==> config.mk <==
export PLATFORM = sky130hd
export DESIGN_NAME = pipelined_adder_flat
export DESIGN_NICKNAME = d
export VERILOG_FILES = /design/src/rtl/pipelined_adder_pkg.sv /design/src/rtl/pipelined_adder_if.sv /design/src/rtl/pipelined_adder_slice.sv /design/src/rtl/pipelined_adder.sv /design/src/flat_wrapper.sv
export SDC_FILE = /design/constraint.sdc
export NUM_CORES = 1
export LEC_CHECK = 0
export CAP_MARGIN = 20
export CORE_ASPECT_RATIO = 1.25
export CORE_MARGIN = 1
export CORE_UTILIZATION = 47
export CTS_CLUSTER_DIAMETER = 120
export DETAILED_ROUTE_END_ITERATION = 10
export PLACE_DENSITY = 0.77
export SYNTH_ARGS = -nofsm -noshare
export SYNTH_HDL_FRONTEND = slang
export SYNTH_SLANG_ARGS = --single-unit
==> constraint.sdc <==
create_clock -name clk -period 2.14 [get_ports clk]
set_input_delay 0.214 -clock clk [delete_from_list [all_inputs] [get_ports clk]]
set_output_delay 0.214 -clock clk [all_outputs]
set_load 0.01 [all_outputs]
==> src/rtl/pipelined_adder_pkg.sv <==
// ============================================================================
// Module      : adder_pkg
// Description : Shared defaults and configuration helpers for the pipelined
//               unsigned adder (slice width and split validity checks).
// Revision    : 1.0 - initial release
// ============================================================================
`default_nettype none

package adder_pkg;

  localparam int DEF_WIDTH  = 8;
  localparam int DEF_SLICES = 2;

  // Bits handled by each pipeline stage.
  function automatic int slice_w(input int width, input int slices);
    return width / slices;
  endfunction

  // A split is usable only when every slice is a whole, non-empty bit range.
  function automatic bit split_ok(input int width, input int slices);
    return (slices >= 1) && (slices <= width) && ((width % slices) == 0);
  endfunction

endpackage

`default_nettype wire

==> src/rtl/pipelined_adder_if.sv <==
// ============================================================================
// Module      : pipelined_adder_if
// Description : Operand/result valid-ready bundle for the pipelined adder.
//               The ovf signal exists only when PIPE_ADDER_OVF_EN is defined.
//               master = producer/consumer side, slave = adder side.
// Revision    : 1.0 - initial release
// ============================================================================
`default_nettype none

interface pipelined_adder_if
  import adder_pkg::*;
#(
  parameter int WIDTH = DEF_WIDTH
) ();

  logic             in_valid;
  logic             in_ready;
  logic [WIDTH-1:0] a;
  logic [WIDTH-1:0] b;
  logic             cin;
  logic             out_valid;
  logic             out_ready;
  logic [WIDTH:0]   sum;
`ifdef PIPE_ADDER_OVF_EN
  logic             ovf;
`endif

  modport master (
    output in_valid, a, b, cin, out_ready,
    input  in_ready, out_valid, sum
`ifdef PIPE_ADDER_OVF_EN
    , input ovf
`endif
  );

  modport slave (
    input  in_valid, a, b, cin, out_ready,
    output in_ready, out_valid, sum
`ifdef PIPE_ADDER_OVF_EN
    , output ovf
`endif
  );

endinterface

`default_nettype wire

==> src/rtl/pipelined_adder_slice.sv <==
// ============================================================================
// Module      : adder_slice
// Description : One carry-ripple stage: SW-bit add with carry-in, result and
//               carry-out registered, holding while en is low.
// Revision    : 1.0 - initial release
// ============================================================================
`default_nettype none

module adder_slice
  import adder_pkg::*;
#(
  parameter int SW = 4
) (
  input  wire logic          clk,
  input  wire logic          rst_n,
  input  wire logic          en,
  input  wire logic [SW-1:0] a,
  input  wire logic [SW-1:0] b,
  input  wire logic          ci,
  output logic      [SW-1:0] s,
  output logic               co
);

  logic [SW:0] total;

  assign total = {1'b0, a} + {1'b0, b} + {{SW{1'b0}}, ci};

  // Stage register: capture partial sum and carry when the pipe advances.
  always_ff @(posedge clk) begin
    if (!rst_n) begin
      s  <= '0;
      co <= 1'b0;
    end else if (en) begin
      s  <= total[SW-1:0];
      co <= total[SW];
    end
  end

endmodule

`default_nettype wire

==> src/rtl/pipelined_adder.sv <==
// ============================================================================
// Module      : pipelined_adder
// Description : Parametrised pipelined unsigned adder. The carry ripples one
//               slice per clock; upper operand slices are skewed in and lower
//               partial sums are deskewed out so the full result appears
//               SLICES cycles after acceptance. Valid/ready on both sides with
//               a single global advance for back-pressure.
//               Optional feature macro: PIPE_ADDER_OVF_EN (signed overflow).
// Revision    : 1.0 - initial release
// ============================================================================
`default_nettype none

module pipelined_adder
  import adder_pkg::*;
#(
  parameter int WIDTH  = DEF_WIDTH,
  parameter int SLICES = DEF_SLICES
) (
  input  wire logic        clk,
  input  wire logic        rst_n,
  pipelined_adder_if.slave bus
);

  localparam int SW = slice_w(WIDTH, SLICES);

  if (!split_ok(WIDTH, SLICES)) begin : g_bad_cfg
    $error("pipelined_adder: WIDTH must be a non-zero multiple of SLICES (1..WIDTH)");
  end

  logic              advance;
  logic              in_fire;
  logic [SLICES-1:0] vld;
  logic [SW-1:0]     op_a [SLICES];
  logic [SW-1:0]     op_b [SLICES];
  logic [SW-1:0]     ps   [SLICES];
  logic              co   [SLICES];
  logic [WIDTH-1:0]  low;

  // The whole pipe moves together; it stalls only when a result is waiting.
  assign advance       = bus.out_ready | ~bus.out_valid;
  assign in_fire       = bus.in_valid & advance;
  assign bus.in_ready  = advance;
  assign bus.out_valid = vld[SLICES-1];
  assign bus.sum       = {co[SLICES-1], low};

  // Valid token shift: bubbles travel alongside data and are not collapsed.
  always_ff @(posedge clk) begin
    if (!rst_n) begin
      vld <= '0;
    end else if (advance) begin
      vld[0] <= in_fire;
      for (int i = 1; i < SLICES; i++) begin
        vld[i] <= vld[i-1];
      end
    end
  end

  for (genvar k = 0; k < SLICES; k++) begin : g_stage
    localparam int DESKEW = SLICES - 1 - k;
    logic ci;

    if (k == 0) begin : g_noskew
      assign op_a[k] = bus.a[SW-1:0];
      assign op_b[k] = bus.b[SW-1:0];
      assign ci      = bus.cin;
    end else begin : g_skew
      logic [SW-1:0] qa [k];
      logic [SW-1:0] qb [k];

      // Input skew: slice k waits k cycles for the carry to reach it.
      always_ff @(posedge clk) begin
        if (!rst_n) begin
          for (int d = 0; d < k; d++) begin
            qa[d] <= '0;
            qb[d] <= '0;
          end
        end else if (advance) begin
          qa[0] <= bus.a[k*SW +: SW];
          qb[0] <= bus.b[k*SW +: SW];
          for (int d = 1; d < k; d++) begin
            qa[d] <= qa[d-1];
            qb[d] <= qb[d-1];
          end
        end
      end

      assign op_a[k] = qa[k-1];
      assign op_b[k] = qb[k-1];
      assign ci      = co[k-1];
    end

    adder_slice #(.SW(SW)) u_slice (
      .clk   (clk),
      .rst_n (rst_n),
      .en    (advance),
      .a     (op_a[k]),
      .b     (op_b[k]),
      .ci    (ci),
      .s     (ps[k]),
      .co    (co[k])
    );

    if (DESKEW == 0) begin : g_nodeskew
      assign low[k*SW +: SW] = ps[k];
    end else begin : g_deskew
      logic [SW-1:0] dq [DESKEW];

      // Output deskew: hold early partial sums until the top slice finishes.
      always_ff @(posedge clk) begin
        if (!rst_n) begin
          for (int d = 0; d < DESKEW; d++) begin
            dq[d] <= '0;
          end
        end else if (advance) begin
          dq[0] <= ps[k];
          for (int d = 1; d < DESKEW; d++) begin
            dq[d] <= dq[d-1];
          end
        end
      end

      assign low[k*SW +: SW] = dq[DESKEW-1];
    end
  end

`ifdef PIPE_ADDER_OVF_EN
  logic sign_a;
  logic sign_b;

  // Operand sign bits captured alongside the top slice so the flag lines up
  // with the registered result MSB; it only changes at the stage edge.
  always_ff @(posedge clk) begin
    if (!rst_n) begin
      sign_a <= 1'b0;
      sign_b <= 1'b0;
    end else if (advance) begin
      sign_a <= op_a[SLICES-1][SW-1];
      sign_b <= op_b[SLICES-1][SW-1];
    end
  end

  assign bus.ovf = (sign_a == sign_b) & (ps[SLICES-1][SW-1] != sign_a);
`endif

endmodule

`default_nettype wire

==> src/flat_wrapper.sv <==
// flat-port wrapper written by rule: the top's interface ports become plain ports
module pipelined_adder_flat import adder_pkg::*;
#(
  parameter int WIDTH  = DEF_WIDTH,
  parameter int SLICES = DEF_SLICES
)
  (clk, rst_n, bus_in_valid, bus_a, bus_b, bus_cin, bus_out_ready, bus_in_ready, bus_out_valid, bus_sum);
  pipelined_adder_if #(.WIDTH(WIDTH)) bus_i ();
  input  wire logic clk;
  input  wire logic rst_n;
  input wire logic [$bits(bus_i.in_valid)-1:0] bus_in_valid;
  input wire logic [$bits(bus_i.a)-1:0] bus_a;
  input wire logic [$bits(bus_i.b)-1:0] bus_b;
  input wire logic [$bits(bus_i.cin)-1:0] bus_cin;
  input wire logic [$bits(bus_i.out_ready)-1:0] bus_out_ready;
  output wire logic [$bits(bus_i.in_ready)-1:0] bus_in_ready;
  output wire logic [$bits(bus_i.out_valid)-1:0] bus_out_valid;
  output wire logic [$bits(bus_i.sum)-1:0] bus_sum;
  assign bus_i.in_valid = bus_in_valid;
  assign bus_i.a = bus_a;
  assign bus_i.b = bus_b;
  assign bus_i.cin = bus_cin;
  assign bus_i.out_ready = bus_out_ready;
  assign bus_in_ready = bus_i.in_ready;
  assign bus_out_valid = bus_i.out_valid;
  assign bus_sum = bus_i.sum;
  pipelined_adder #(.WIDTH(WIDTH), .SLICES(SLICES)) u_core (.clk(clk), .rst_n(rst_n), .bus(bus_i));
endmodule
Word-level counts from Yosys, hierarchy flattened

Memories as Yosys holds them, arrays and structs flattened.
Cells that the tools add are included.

$add $sub $neg: 4
$mul: 0
Div/mod/pow operators: 0
Order comparisons: 0
Eq/ne operators: 0
Shift operators: 0
Multiplexer cells: 10
Bitwise operators: 3
Reduce and logical (&&, ||, !) cells: 3

Operators by type and width:

| kind             | number |
|---|---|
| $mux W4          | 3 |
| $reduce_or A4 Y1 | 3 |
| $add A4 B4 Y5    | 2 |
| $add A5 B1 Y5    | 2 |
| $mux W1          | 7 |
| $and A1 B1 Y1    | 1 |
| $not A1 Y1       | 1 |
| $or A1 B1 Y1     | 1 |

Register bits: 12
Bits in latches: 0
RAM bits: 12
ROM bits: 0
Output and inout bits: 11
Word-level logic and storage cells: 28
Memories kept: 3

Memory list:

| memory                        | depth | bits a word | read ports | clocked after Yosys merged registers in | wr ports | line                   | RTL |
|---|---|---|---|---|---|---|---|
| u_core.g_stage[0].g_deskew.dq | 1     | 4           | 1          | 0                                       | 1        | pipelined_adder.sv:106 | `logic [SW-1:0] dq [DESKEW];` |
| u_core.g_stage[1].g_skew.qa   | 1     | 4           | 1          | 0                                       | 1        | pipelined_adder.sv:67  | `logic [SW-1:0] qa [k];` |
| u_core.g_stage[1].g_skew.qb   | 1     | 4           | 1          | 0                                       | 1        | pipelined_adder.sv:68  | `logic [SW-1:0] qb [k];` |

Depth between registers and ports, before layout

Gate-level depths: netlist of the first run.

Depth in word-level cells: 7
Depth in mapped cells: 6
Mapped depth without buffers: 6

By module

Synthesis of the first run repeated with hierarchy kept, for this count alone.

Cell total of the unflattened synthesis: 103
Area total of the unflattened synthesis: 1202.4 µm²

By module, submodules not included:

| module          | instances | cells an instance | area each (µm²) | seq. area each (µm²) |
|---|---|---|---|---|
| adder_slice     | 2         | 34                | 330.3           | 100.1 |
| pipelined_adder | 1         | 35                | 541.8           | 400.4 |

Worst setup path before layout of the first run

No wires, ideal clock.

Kind: flip-flop to flip-flop
Start: memory u_core.g_stage[1].g_skew.qb[0][0]
End: register u_core.g_stage[1].u_slice.s[1]
Data arrival time: 1.421 ns
Required time: 2.061 ns
Path slack: 0.639 ns
Cell stages (with the launch flop): 5
Path buffers: 0
Cells stage by stage: edfxtp_1 -> fa_1 -> inv_1 -> fa_1 -> a211oi_2

Cells in the longest elaborated chain, start to end: 3

Ends and longest elaborated chain:

| what                   | line                        | RTL |
|---|---|---|
| start: declaration     | pipelined_adder.sv:68       |  |
| $mem_v2 Z1 W4          | -                           |  |
| $add A4 B4 Y5          | pipelined_adder_slice.sv:26 | `assign total = {1'b0, a} + {1'b0, b} + {{SW{1'b0}}, ci};` |
| $add A5 B1 Y5          | pipelined_adder_slice.sv:26 |  |
| end signal: assignment | pipelined_adder_slice.sv:34 | `s <= total[SW-1:0];` |
| end: declaration       | pipelined_adder_slice.sv:20 | `output logic [SW-1:0] s,` |

No other way between the ends.
A chain may end at the register's enable or synchronous reset.

Final worst setup path of the first run

Start: register u_core.vld[1]
End: output port bus_in_ready

Cells in the longest elaborated chain, start to end: 2

Ends and longest elaborated chain:

| what                             | line                  | RTL |
|---|---|---|
| start: declaration               | pipelined_adder.sv:32 | `logic [SLICES-1:0] vld;` |
| start signal: indexed assignment | pipelined_adder.sv:53 | `vld[i] <= vld[i-1];` |
| $not A1 Y1                       | pipelined_adder.sv:40 | `assign advance = bus.out_ready \| ~bus.out_valid;` |
| $or A1 B1 Y1                     | pipelined_adder.sv:40 |  |
| end: declaration                 | flat_wrapper.sv:16    | `output wire logic [$bits(bus_i.in_ready)-1:0] bus_in_ready;` |

No other way between the ends.

==> impl_metrics.csv, run 1 <==
group,metric,value,unit
status,outcome,"finished, violations left",
status,violations,"design-rule violations",
cts,clk_latency,0.31,ns
route,dr.pass1.iters,7,
route,drt_iter0_markers,25,
setup_path,cpPeakStageDelay,0.48,ns
setup_path,critical_path.endpoint,"bus_in_ready",
setup_path,r2r.worst_path.cells,4,
timing,setup_viol,0,
setup_path,critPathBufInv,2,
placed_design,hpwl,1610,um
logic_synthesis,ys_seq_area_share,50.5,%
power,ir_drop,0.371,mV
placed_design,port_buffers,31,
timing,slew_violations,0,
layout,area_delta_synth_final,30.6,%
setup_path,cp-end-kind,"primary output",
layout,most-common-layout-cells,"clkdlybuf4s50_1 (31), nand2_1 (13), and3_1 (12), edfxtp_1 (12), dfxtp_1 (12)",
route,wl_per_cell,12.4,um
logic_synthesis,syn_area_per_cell,10.9,um2
layout,final_common_cell,"clkdlybuf4s50_1",
route,vias,894,
layout,drive_gt1_share,10.0,%
floorplan,die_w,47.0,um
min_path,hold_depth,3,
global_route,grt_overflow_total,0,
logic_synthesis,syn_nets,140,
timing,finalCritPeriodShare,82.3,%
logic_synthesis,ys_types,23,
setup_path,r2r_setup_slack,0.53,ns
layout,antenna_cells,0,
floorplan,die-height,58.3,um
global_route,grt_pass1_wl,3690,um
timing,worst_slew_pin_slew,0.495,ns
floorplan,core,2430,um2
floorplan,start_util,49.0,%
cts,clk_pin_slew,0.12,ns
logic_synthesis,synthesis.area,1190,um2
setup_path,crit_cells,3,
floorplan,pin_count,32,
global_route,grt_pass1_vias,893,
setup_path,worstSetupStartpoint,"u_core.vld[1]$_SDFFE_PN0N_",
setup_path,path_delay_family,"buffers and inverters",
cts,cts_max_level,1,
setup_path,critical_path_required,1.93,ns
floorplan,num_rows,20,
cts,cts_tree,"built",
route,ant_nets,0,
timing,fin_setup_tns,0,ns
timing,hold_viol,0,
layout,fillers,215,
placed_design,gp_congestion,0.753,
global_route,grt_use_total,18.9,%
timing,clock_skew,0.00225,ns
power,p_leak,0.663,nW
run,maxCapViolCount,0,
layout,final_core_util,64.0,%
logic_synthesis,yosys_warnings,0,
timing,hold_slack,0.436,ns
setup_path,critPathKind,"register to primary output",
cts,cts.root.buffer_cell,"clkbuf_4",
cts,cts.sinks,24,
timing,max_freq,568,MHz
logic_synthesis,ys_ff_latch,24,
setup_path,crit_path_top_delay_cell,"clkdlybuf4s50_1",
layout,ff_latch_area,601,um2
setup_path,critPathMaxFanout,14,
power,p_per_area,639,nW/um2
setup_path,reg2reg_from,"u_core.g_stage[1].g_skew.qb[0][0]$_SDFFCE_PN0P_",
timing,rsz0062_at_grt,"false",
cts,hold_buffers,0,
layout,final_nets,172,
timing,period_needed,1.76,ns
global_route,antenna_found_initial,0,
layout,multi_input_area,520,um2
cts,cts_inserted_buffers,3,
global_route,grt_max_degree,26,
setup_path,reg2reg_to,"u_core.g_stage[1].u_slice.s[1]$_SDFFE_PN0N_",
setup_path,start_kind,"register",
setup_path,path_cells,"nor2b_4 > inv_2 > clkdlybuf4s50_1",
floorplan,die_area,2740,um2
cts,post_cts_buffers,0,
setup_path,arrival,1.55,ns
route,vias_per_cell,5.17,
min_path,hold_class,"primary input to register",
cts,max-clock-path-buffers,2,
layout,instances_no_fill,173,
cts,cts.repair.resized,0,
timing,slew_headroom,66.9,%
route,drc,1,
placed_design,dp_cells,169,
route,wirelength,2140,um
logic_synthesis,postSynthCellCount,109,
-- per-layer routing --
metal  track usage (%)  wire, um
met1              22.7       852
met2              31.5      1180
met3              2.80        77
met4              10.2        33
met5                 0         0
-- metrics by stage --
| stage | area (um2) | total power, mW | setup slack, ns |
|---|---|---|---|
| 6_report | 1550 | 0.993 | 0.380 |
| 5_1_grt | 1550 | 1.04 | 0.289 |
| 4_1_cts | 1550 | 1.00 | 0.351 |
| 3_5_place_dp | 1520 | 0.773 | 0.245 |
| 3_3_place_gp | 1520 | 0.762 | 0.317 |
| 2_1_floorplan | 1190 | 0.670 | 0.639 |
-- power by group --
group	switching, mW	internal [mW]	leakage, nW
Clock	0.130	0.104	0.0210
Combinational	0.0920	0.122	0.403
Sequential	0.0190	0.526	0.239
Total	0.241	0.752	0.663
-- synth_stat cells, drive strengths merged --
master	number	area (um2)
nor2b	3	26.3
edfxtp	12	360
xnor2	2	17.5
fa	4	80.1
inv	8	30.0
ha	6	75.1
o211ai	2	25.0
nand2	13	48.8
a2111o	2	22.5
nor2	6	22.5
nand3	6	30.0
a211oi	2	25.0
o21ai	4	20.0
buf	6	38.8
a21oi	9	52.6
dfxtp	12	240
and3	12	75.1
-- registers in the layout, indices dropped and copies added (netlist names) --
name / count
u_core.g_stage.u_slice.s: 8
u_core.g_stage.g_deskew.dq: 4
u_core.g_stage.g_skew.qa: 4
u_core.g_stage.g_skew.qb: 4
u_core.g_stage.u_slice.co: 2
u_core.vld: 2
-- worst register-to-register path: stages, from the launching register on --
cell and delay (ns):
edfxtp_1 0.42, fa_1 0.43, inv_1 0.09, fa_1 0.43
a211oi_2 0.18
-- worst min path at each step --
| stage | from | endpoint |
|---|---|---|
| 6_report | bus_in_valid | u_core.vld[0]$_SDFFE_PN0N_ |
| 5_1_grt | bus_in_valid | u_core.vld[0]$_SDFFE_PN0N_ |
| 4_1_cts | bus_in_valid | u_core.vld[0]$_SDFFE_PN0N_ |
| 3_5_place_dp | u_core.vld[0]$_SDFFE_PN0N_ | u_core.vld[0]$_SDFFE_PN0N_ |
| 3_3_place_gp | u_core.g_stage[0].u_slice.s[0]$_SDFFE_PN0N_ | u_core.g_stage[0].u_slice.s[0]$_SDFFE_PN0N_ |
| 2_1_floorplan | bus_in_valid | u_core.vld[0]$_SDFFE_PN0N_ |
-- cells by family (layout without fill, tap and decap cells) --
kind of cell	after synthesis	in the layout	share of synthesized area, %
AOI/OAI and AO/OA	19	19	12.2
xor gates and xnor gates	2	2	1.47
DFF	24	24	50.5
buffers and inverters	14	45	5.78
adders and majority gates	10	10	13.0
and+or+nand+nor	40	40	17.0
-- final cells by class --
| type | instances | area share [%] |
|---|---|---|
| Timing Repair Buffer | 33 | 20.9 |
| Multi-Input combinational cell | 71 | 33.5 |
| Inverter | 8 | 1.93 |
| Clock buffer | 4 | 2.33 |
| Tap cell | 33 | 2.66 |
| Sequential cell | 24 | 38.6 |
(Power assumes the default switching activity.)
==> run 2: changes to the inputs <==
--- a/config.mk
+++ b/config.mk
@@ -8,10 +8,10 @@
 export CAP_MARGIN = 20
 export CORE_ASPECT_RATIO = 1.25
 export CORE_MARGIN = 1
-export CORE_UTILIZATION = 47
+export CORE_UTILIZATION = 42
 export CTS_CLUSTER_DIAMETER = 120
 export DETAILED_ROUTE_END_ITERATION = 10
-export PLACE_DENSITY = 0.77
+export PLACE_DENSITY = 0.73
 export SYNTH_ARGS = -nofsm -noshare
 export SYNTH_HDL_FRONTEND = slang
 export SYNTH_SLANG_ARGS = --single-unit
==> constraint.sdc (replaced) <==
create_clock -name clk -period 1.6 [get_ports clk]
set_input_delay 0.16 -clock clk [delete_from_list [all_inputs] [get_ports clk]]
set_output_delay 0.16 -clock clk [all_outputs]
set_load 0.01 [all_outputs]
==> run 2 against run 1 <==
Against the previous run: the run now ends clean; sequential cell count stayed put; die area is 11% higher; combinational power is 38% higher; global-route usage is 3.9 points lower; first-iteration DRC count is 16% lower; power is 40% higher; non-clock buffer count is 6 higher; via count is 0.56% lower; final area is 3.9% higher; worst hold slack worse by 0.034 ns; critical path depth is 1 higher; utilization is 3.7 points lower; critical path type is now register to register.
==> impl_metrics.csv, run 2 (synthesis gave the netlist of run 1 again) <==
group,metric,value,unit
cts,cts.sinks,24,
layout,instances_no_fill,180,
setup_path,cpPeakStageDelay,0.43,ns
power,ir_drop,0.554,mV
timing,clock_skew,0.00429,ns
global_route,grt_overflow_total,0,
route,drc,0,
status,outcome,"complete, no violations",
power,p_switching,0.327,mW
cts,max-clock-path-buffers,2,
power,netSwitchingFraction,23.5,%
placed_design,dp_cells,176,
power,power_frac_clock,26.4,%
cts,hold_buffers,0,
setup_path,critical_path_required,1.84,ns
power,seq_power_share,52.3,%
route,wirelength,2120,um
run,maxCapViolCount,0,
timing,worst_slew_pin_slew,0.257,ns
layout,largest_reg_flops,8,
timing,slew_headroom,82.8,%
placed_design,hpwl,1730,um
layout,fillers,260,
layout,drive_gt1_share,15.8,%
layout,fin_area,1620,um2
floorplan,die_area,3050,um2
cts,cts_inserted_buffers,3,
route,dr.pass1.iters,2,
floorplan,die-height,61.5,um
cts,cts_max_level,1,
cts,clk_pin_slew,0.13,ns
route,vias_per_cell,4.94,
min_path,hold_class,"primary input to register",
setup_path,path_cells,"fa_2 > inv_2 > fa_1 > a211oi_2",
timing,period_needed,1.57,ns
cts,clk_latency,0.31,ns
route,wl_per_cell,11.8,um
layout,most-common-layout-cells,"clkdlybuf4s50_1 (31), nand2_1 (13), and3_1 (12), edfxtp_1 (12), dfxtp_1 (11)",
placed_design,gp_congestion,0.751,
setup_path,start_kind,"register",
power,intPower,1.07,mW
timing,setup_viol,0,
layout,antenna_cells,0,
timing,hold_viol,0,
layout,final_nets,178,
setup_path,cp-end-kind,"register",
timing,finalCritPeriodShare,98.2,%
route,drt_iter0_markers,21,
timing,max_freq,636,MHz
setup_path,critPathKind,"register to register",
setup_path,arrival,1.81,ns
floorplan,die_w,49.6,um
timing,rsz0062_at_grt,"true",
cts,cts.root.buffer_cell,"clkbuf_4",
global_route,grt_pass1_vias,806,
layout,area_delta_synth_final,35.8,%
power,p_comb_share,21.2,%
floorplan,start_util,44.4,%
global_route,grt_pass1_wl,3460,um
floorplan,num_rows,21,
setup_path,crit_path_top_delay_cell,"edfxtp_1",
global_route,antenna_found_initial,0,
floorplan,core,2680,um2
power,totalPowerFinal,1.39,mW
layout,max_flop_register,"u_core.g_stage.u_slice.s",
layout,final_core_util,60.3,%
route,vias,889,
cts,cts_tree,"built",
placed_design,placed_area,1560,um2
layout,final_common_cell,"clkdlybuf4s50_1",
power,p_per_area,863,nW/um2
global_route,grt_max_degree,20,
route,ant_nets,0,
timing,slew_violations,0,
setup_path,critPathMaxFanout,2,
placed_design,port_buffers,31,
global_route,grt_use_total,15.0,%
power,p_leak,0.695,nW
timing,fin_setup_tns,0,ns
floorplan,pin_count,32,
-- run 2: worst paths after layout --
check / slack, ns / depth (start not counted) / startpoint / endpoint
setup / recovery: 0.03 / 4 / u_core.g_stage[1].g_skew.qa[0][0]$_SDFFCE_PN0P_ / u_core.g_stage[1].u_slice.s[1]$_SDFFE_PN0N_
hold / removal: 0.40 / 3 / bus_in_valid / u_core.vld[0]$_SDFFE_PN0N_
setup reg to reg: 0.03 / 4 / u_core.g_stage[1].g_skew.qa[0][0]$_SDFFCE_PN0P_ / u_core.g_stage[1].u_slice.s[1]$_SDFFE_PN0N_
hold reg to reg: 0.46 / 2 / u_core.g_stage[0].u_slice.s[0]$_SDFFE_PN0N_ / u_core.g_stage[0].u_slice.s[0]$_SDFFE_PN0N_
-- run 2: through the flow --
step,setup WS [ns],hold slack [ns]
2_1_floorplan,0.0993,0.300
3_3_place_gp,-0.176,0.434
3_5_place_dp,-0.227,0.441
4_1_cts,0.00925,0.393
5_1_grt,-0.0250,0.430
6_report,0.0287,0.402
-- run 2: power by group through the flow --
stage / combinational (mW) / clock (mW) / sequential [mW]
global route: 0.328 / 0.398 / 0.736
detailed placement: 0.296 / 0 / 0.743
finish: 0.296 / 0.368 / 0.729
CTS: 0.299 / 0.375 / 0.730
global placement: 0.289 / 0 / 0.740
floorplan: 0.146 / 0 / 0.751
-- run 2: layer usage --
layer | vias up | track usage (%) | share of wire [%]
li1 | 455 | - | -
met1 | 412 | 17.5 | 41
met2 | 20 | 28.8 | 55
met3 | 2 | 1.73 | 2.8
met4 | 0 | 4.90 | 0.57
met5 | - | 0 | 0
-- run 2: area by class of cell --
class / count / area (um2) / area share, %
clock buffers: 4 / 47.5 / 2.94
inverters: 8 / 30.0 / 1.86
multi-input cells: 71 / 523 / 32.4
flip-flops and latches: 24 / 602 / 37.3
well taps: 34 / 42.5 / 2.63
repair buffers: 39 / 370 / 22.9
-- run 2: critical path, delay by kind of cell, from the launching register on --
kind / cells / cell delay, ns
adder cells (fa/ha/maj): 2 / 0.82
buffers and inverters: 1 / 0.07
flip-flops: 1 / 0.43
AO/OA/AOI/OAI: 1 / 0.18
-- run 2: timing repair --
item                                    in CTS  in global routing
gates cloned                                 0                  0
gates resized for setup                      1                  2
endpoints found under the setup margin       1                  2
pin swaps                                    0                  1
setup buffers                                0                  0
==> run 3: changes to the inputs <==
--- a/config.mk
+++ b/config.mk
@@ -9,7 +9,7 @@
 export CORE_ASPECT_RATIO = 1.25
 export CORE_MARGIN = 1
 export CORE_UTILIZATION = 42
-export CTS_CLUSTER_DIAMETER = 120
+export CTS_CLUSTER_DIAMETER = 60
 export DETAILED_ROUTE_END_ITERATION = 10
 export PLACE_DENSITY = 0.73
 export SYNTH_ARGS = -nofsm -noshare
==> results of run 3 <==
Same layout as run 2: the final DEF is identical, and so are final timing and power.
